File: src/rtl/instr_window_fetcher_pkg.sv
// Shared types and constants for the instruction window fetcher.
package instr_window_fetcher_pkg;

    localparam int unsigned MEM_BYTES_DEF = 1024;
    localparam int unsigned ADDR_W_DEF    = 64;
    localparam int unsigned BYTE_W        = 8;
    localparam int unsigned WORD_W        = 64;
    localparam int unsigned WIN_BYTES     = 10;
    localparam int unsigned WIN_W         = WIN_BYTES * BYTE_W;

    typedef enum logic [1:0] {
        IDLE  = 2'd0,
        ISSUE = 2'd1,
        DRAIN = 2'd2,
        RESP  = 2'd3
    } state_t;

endpackage

File: src/rtl/instr_window_fetcher_window_byte_merge.sv
// Drops the bytes of one aligned memory word into the 10-byte window.
// Window byte i sits at offset (off + i) from the first word; it comes from beat (off + i) / 8.
module window_byte_merge
    import instr_window_fetcher_pkg::*;
(
    input  logic [0:WIN_W-1]  win,
    input  logic [WORD_W-1:0] rdata,
    input  logic [2:0]        off,
    input  logic [1:0]        beat,
    output logic [0:WIN_W-1]  win_out
);

    logic [4:0] pos;

    always_comb begin
        win_out = win;
        pos     = '0;
        for (int i = 0; i < int'(WIN_BYTES); i++) begin
            pos = 5'(off) + 5'(i);
            if (pos[4:3] == beat) begin
                win_out[8*i +: 8] = rdata[{pos[2:0], 3'b000} +: 8];
            end
        end
    end

endmodule

File: src/rtl/instr_window_fetcher.sv
// Fetches the 10-byte instruction window at a PC over 2-3 aligned 64-bit memory beats.
// Optional LAST_WORD_REUSE_EN: serve beat 0 from a one-word buffer of the last fetched word.
module instr_window_fetcher
    import instr_window_fetcher_pkg::*;
#(
    parameter int unsigned MEM_BYTES = MEM_BYTES_DEF,
    parameter int unsigned ADDR_W    = ADDR_W_DEF
)
(
    input  logic              clk,
    input  logic              rst_n,
    input  logic              req_valid,
    input  logic [ADDR_W-1:0] req_pc,
    output logic              req_ready,
    input  logic              flush,
    output logic              mem_req,
    output logic [ADDR_W-1:0] mem_addr,
    input  logic              mem_ack,
    input  logic [63:0]       mem_rdata,
    output logic              rsp_valid,
    input  logic              rsp_ready,
    output logic [0:79]       rsp_instr,
    output logic              rsp_err
);

    state_t              state_q, state_d;
    logic [ADDR_W-1:0]   w0_q, w0_d;
    logic [2:0]          off_q, off_d;
    logic [1:0]          beat_q, beat_d;
    logic [1:0]          beats_q, beats_d;
    logic                req_ready_d, mem_req_d, rsp_valid_d, rsp_err_d;
    logic [ADDR_W-1:0]   mem_addr_d;
    logic [0:WIN_W-1]    instr_d;
    logic [0:WIN_W-1]    merged_c;
    logic [ADDR_W-1:0]   req_w0_c;
    logic [1:0]          next_beat_c;
    logic [ADDR_W-1:0]   next_addr_c;

    assign req_w0_c    = {req_pc[ADDR_W-1:3], 3'b000};
    assign next_beat_c = beat_q + 2'd1;
    assign next_addr_c = w0_q + ADDR_W'({next_beat_c, 3'b000});

    window_byte_merge u_merge (
        .win     (rsp_instr),
        .rdata   (mem_rdata),
        .off     (off_q),
        .beat    (beat_q),
        .win_out (merged_c)
    );

`ifdef LAST_WORD_REUSE_EN
    logic              tag_valid;
    logic [ADDR_W-1:0] tag_addr;
    logic [63:0]       tag_data;
    logic [0:WIN_W-1]  reuse_win_c;
    logic              reuse_hit_c;

    assign reuse_hit_c = tag_valid && (tag_addr == req_w0_c);

    window_byte_merge u_reuse_merge (
        .win     ('0),
        .rdata   (tag_data),
        .off     (req_pc[2:0]),
        .beat    (2'd0),
        .win_out (reuse_win_c)
    );

    // Remember the last word actually accepted into a window; flush invalidates it.
    always_ff @(posedge clk or negedge rst_n) begin
        if (!rst_n) begin
            tag_valid <= 1'b0;
            tag_addr  <= '0;
            tag_data  <= '0;
        end else if (flush) begin
            tag_valid <= 1'b0;
        end else if (state_q == ISSUE && mem_ack) begin
            tag_valid <= 1'b1;
            tag_addr  <= mem_addr;
            tag_data  <= mem_rdata;
        end
    end
`endif

    always_ff @(posedge clk or negedge rst_n) begin
        if (!rst_n) begin
            state_q   <= IDLE;
            w0_q      <= '0;
            off_q     <= '0;
            beat_q    <= '0;
            beats_q   <= '0;
            req_ready <= 1'b1;
            mem_req   <= 1'b0;
            mem_addr  <= '0;
            rsp_valid <= 1'b0;
            rsp_instr <= '0;
            rsp_err   <= 1'b0;
        end else begin
            state_q   <= state_d;
            w0_q      <= w0_d;
            off_q     <= off_d;
            beat_q    <= beat_d;
            beats_q   <= beats_d;
            req_ready <= req_ready_d;
            mem_req   <= mem_req_d;
            mem_addr  <= mem_addr_d;
            rsp_valid <= rsp_valid_d;
            rsp_instr <= instr_d;
            rsp_err   <= rsp_err_d;
        end
    end

    always_comb begin
        state_d    = state_q;
        w0_d       = w0_q;
        off_d      = off_q;
        beat_d     = beat_q;
        beats_d    = beats_q;
        mem_addr_d = mem_addr;
        instr_d    = rsp_instr;
        rsp_err_d  = rsp_err;

        case (state_q)
            IDLE: begin
                if (req_valid && !flush) begin
                    instr_d = '0;
                    if (req_pc >= ADDR_W'(MEM_BYTES)) begin
                        rsp_err_d = 1'b1;
                        state_d   = RESP;
                    end else begin
                        rsp_err_d  = 1'b0;
                        w0_d       = req_w0_c;
                        off_d      = req_pc[2:0];
                        beats_d    = (req_pc[2:0] == 3'd7) ? 2'd3 : 2'd2;
                        beat_d     = 2'd0;
                        mem_addr_d = req_w0_c;
                        state_d    = ISSUE;
`ifdef LAST_WORD_REUSE_EN
                        if (reuse_hit_c) begin
                            instr_d = reuse_win_c;
                            beat_d  = 2'd1;
                            if (req_w0_c + ADDR_W'(8) >= ADDR_W'(MEM_BYTES)) begin
                                state_d = RESP;
                            end else begin
                                mem_addr_d = req_w0_c + ADDR_W'(8);
                            end
                        end
`endif
                    end
                end
            end
            ISSUE: begin
                if (mem_ack) begin
                    if (flush) begin
                        state_d = IDLE;
                    end else begin
                        instr_d = merged_c;
                        beat_d  = next_beat_c;
                        // Words past the end of memory are never read; their window bytes stay zero.
                        if (next_beat_c == beats_q || next_addr_c >= ADDR_W'(MEM_BYTES)) begin
                            state_d = RESP;
                        end else begin
                            mem_addr_d = next_addr_c;
                        end
                    end
                end else if (flush) begin
                    state_d = DRAIN;
                end
            end
            DRAIN: begin
                if (mem_ack) begin
                    state_d = IDLE;
                end
            end
            RESP: begin
                if (flush || rsp_ready) begin
                    state_d = IDLE;
                end
            end
            default: state_d = IDLE;
        endcase

        req_ready_d = (state_d == IDLE);
        mem_req_d   = (state_d == ISSUE) || (state_d == DRAIN);
        rsp_valid_d = (state_d == RESP);
    end

endmodule

File: config.mk
export PLATFORM = sky130hd
export DESIGN_NAME = instr_window_fetcher
export DESIGN_NICKNAME = d
export VERILOG_FILES = /design/src/rtl/instr_window_fetcher_pkg.sv /design/src/rtl/instr_window_fetcher_window_byte_merge.sv /design/src/rtl/instr_window_fetcher.sv
export SDC_FILE = /design/constraint.sdc
export NUM_CORES = 1
export LEC_CHECK = 0
export ABC_AREA = 0
export CAP_MARGIN = 30
export CORE_UTILIZATION = 55
export DETAILED_ROUTE_END_ITERATION = 6
export GPL_TIMING_DRIVEN = 0
export PLACE_DENSITY_LB_ADDON = 0.08
export SETUP_SLACK_MARGIN = 0.02
export SYNTH_ARGS = -nofsm -noshare
export SYNTH_HDL_FRONTEND = slang
export SYNTH_HIERARCHICAL = 1
export SYNTH_SLANG_ARGS = --single-unit
File: constraint.sdc
create_clock -name clk -period 6.65 [get_ports clk]
set_clock_uncertainty 0.15 [all_clocks]
set_input_delay 1.6625 -clock clk [delete_from_list [all_inputs] [get_ports clk]]
set_output_delay 1.6625 -clock clk [all_outputs]
set_load 0.005 [all_outputs]
==> metrics.md <==
| Metric | Value |
|---|---|
| Grt ovf | `0` |
| Leak Pwr | `7.10 nW` |
| WS Path Type | `flop to flop` |
| Largest net degree at the start of global routing | `about 110` |
| Non-Filler Instances | `roughly 1900` |
| Multi-input logic area | `7030 um2` |
| Slew at the pin with the worst max-slew slack | `1.17 ns` |
| Register area share after synthesis | `0.417` |
| Post-DP HPWL | `33600 um` |
| Nets | `1707` |
| Clock slew at reported path FFs | `0.06 ns` |
| 1st-pass router iterations | `6` |
| Final Setup Violations | `0` |
| Clock root cell | `clkbuf_16` |
| Post-CTS Repair Setup Buffers | `0` |
| Flops & latches, synth | `215` |
| Die H | `155 um` |
| Total Routing Usage GR | `0.379` |
| Peak supply drop | `208 uV` |
| Num CTS Buffers | `24` |
| Final setup TNS | `0 ns` |
| Worst Path Max Fanout | `10` |
| # port buffers | `278` |
| I/O pins | `282` |
| RD Place Congestion | `1.03` |
| Initial DRC count | `between 1000 and 1500` |
| # Max-Cap Violations | `0` |
| DR WL/cell | `between 20 and 25 um` |
| Yosys Warn Count | `6` |
| Fin crit share | `0.701` |
| Average cell area after synthesis | `10.3 um2` |
| Pwr dens | `246 nW/um2` |
| Antenna violations before repair | `1` |
| CORE AREA | `between 20000 and 25000 um2` |
| Unique masters post-synth | `about 80` |
| Via/cell ratio | `about 6.5` |
| Fill cells | `1561` |
| Row cnt | `55` |
| Post-cts sizing count | `0` |
| Vias | `approximately 12000` |
| Slew headroom | `0.215` |
| Final design utilization | `0.742` |
| CTS tree | `yes` |
| Proportion of layout cells with a drive suffix above 1 | `0.149` |
| H-tree lvl count | `1` |
| Post-Syn Area | `12900 um2` |
| CP Launch Type | `flop` |
| Area growth syn-to-layout | `31.6%` |
| CTS max path bufs | `3` |
| Endpoint type of the worst setup path | `flop` |
| Max Clock Freq | `between 200 and 250 MHz` |
| Max Slew Vio Count | `0` |
| Hold Fails Final Rpt | `0` |
| Tmin final | `4.66 ns` |
| Arrival time worst endpoint | `4.93 ns` |
| Die Width | `around 160 um` |
| Drt total wl | `45900 um` |
| Commonest non-fill, non-tap cell in the layout | `clkdlybuf4s50_1` |
| Number of enable flip-flop cells after synthesis | `0` |
| Commonest non-fill, non-tap cells in the layout | `clkdlybuf4s50_1, dfrtp_1, nand2_1` |
| ANT nets after route | `0` |
| Worst-Skew Late Latency | `0.53 ns` |
| RSZ-0062 raised after global routing | `false` |
| Dpl cells | `roughly 1800` |
| Hold/Removal Path Class | `flop to flop` |
| Reg area | `5380 um2` |
| Worst Path Required | `6.92 ns` |
| Clock Sink Count | `215` |
| Post-route DRC | `0` |
| Vias in the first global route | `between 10000 and 15000` |
| Total die area | `24100 um2` |
| Post-synth top flop | `dfrtp_1` |
| Global-route wire length before repair | `70000 um` |
| CTS hold repair buffers | `0` |
| WHS | `0.332 ns` |
| Mapped Cells | `1253` |
| Status | `complete, no violations` |
| Ys async rst share | `1.00` |
| Starting density of the core | `0.564` |
==> critical path: stages, from the launching register on <==
cell	delay (ns)
dfrtp_1	0.48
xor2_1	0.23
inv_1	0.12
fa_1	0.49
nand4b_4	0.30
nor4_4	0.52
nand3_2	0.19
nor4_1	0.36
mux2i_1	0.34
nand4_1	0.22
nor4_4	0.38
a21boi_2	0.24
buf_6	0.22
mux2_4	0.30
==> cell usage after synthesis, drive strengths merged, types with 29 or more instances <==
cell type  instances  area share
dfrtp            214        0.42
mux2             124        0.11
nor2              39       0.013
nand4             29       0.016
o21ai             66       0.026
clkbuf            41       0.012
o22ai             50       0.024
nand2            123       0.036
a22o              73       0.050
buf               42       0.021
and2             109       0.053
mux2i             56       0.043
==> flip-flops by register name, indices dropped and copies added (netlist names) <==
name and cells:
rsp_valid 1, state_q 2, req_ready 1, rsp_instr 80, w0_q 61, beat_q 2
rsp_err 1, beats_q 2, off_q 3, mem_addr 61, mem_req 1
==> routing by layer <==
layer | global-route usage | wire length, um | share of wire | up-vias
met5 | 0 | 0 | 0 | -
met4 | 0.169 | 2170 | 0.047 | 0
met3 | 0.0635 | 4280 | 0.093 | 149
met2 | 0.618 | 21300 | 0.47 | 795
met1 | 0.497 | 18100 | 0.39 | 6013
li1 | - | - | - | 5271
==> per-stage QoR <==
stage | instance area, um2 | total power [mW] | worst slack (ns)
floorplan | 12900 | 2.16 | 2.81
global placement | 16100 | 2.71 | -5.08
detailed placement | 16100 | 2.74 | 1.86
CTS | 17000 | 4.16 | 2.03
global route | 17000 | 4.31 | 1.77
finish | 17000 | 4.17 | 1.99
==> worst paths after layout <==
check / from / end / slack [ns] / cells after the start
hold / removal: mem_addr[14]$_DFFE_PN0P_ / mem_addr[14]$_DFFE_PN0P_ / 0.33 / 1
hold reg to reg: mem_addr[14]$_DFFE_PN0P_ / mem_addr[14]$_DFFE_PN0P_ / 0.33 / 1
setup / recovery: beat_q[0]$_DFFE_PN0P_ / mem_addr[8]$_DFFE_PN0P_ / 1.99 / 13
max in group asynchronous: rst_n / req_ready$_DFF_PN1_ / 4.28 / 2
setup reg to reg: beat_q[0]$_DFFE_PN0P_ / mem_addr[8]$_DFFE_PN0P_ / 1.99 / 13
min in group asynchronous: rst_n / rsp_instr[60]$_DFFE_PN0P_ / 1.03 / 1
==> report_power, final <==
group,internal (mW),total [mW],switching (mW),leakage (nW)
registers,1.43,1.56,0.125,2.93
clock network,0.852,1.42,0.569,0.404
logic,0.613,1.19,0.577,3.77
==> area by class of cell <==
cell class,count,area share
antenna,1,0.000148
inverter,16,0.00354
multi-input combinational,941,0.415
clock buffer,32,0.0408
clock inverter,12,0.00922
timing repair buffer,280,0.166
tap,313,0.0231
sequential,215,0.317
buffer,83,0.0250
==> logic make-up after synthesis <==
group / Yosys count / synth area share
muxes: 188 / 0.166
other: 1 / 0.000291
and+or+nand+nor: 412 / 0.177
DFF: 215 / 0.417
xor gates and xnor gates: 37 / 0.0257
buffers and inverters: 99 / 0.0376
AOI/OAI and AO/OA: 289 / 0.164
adders and majority gates: 12 / 0.0122
No activity file was read; power rests on OpenSTA's default activity.
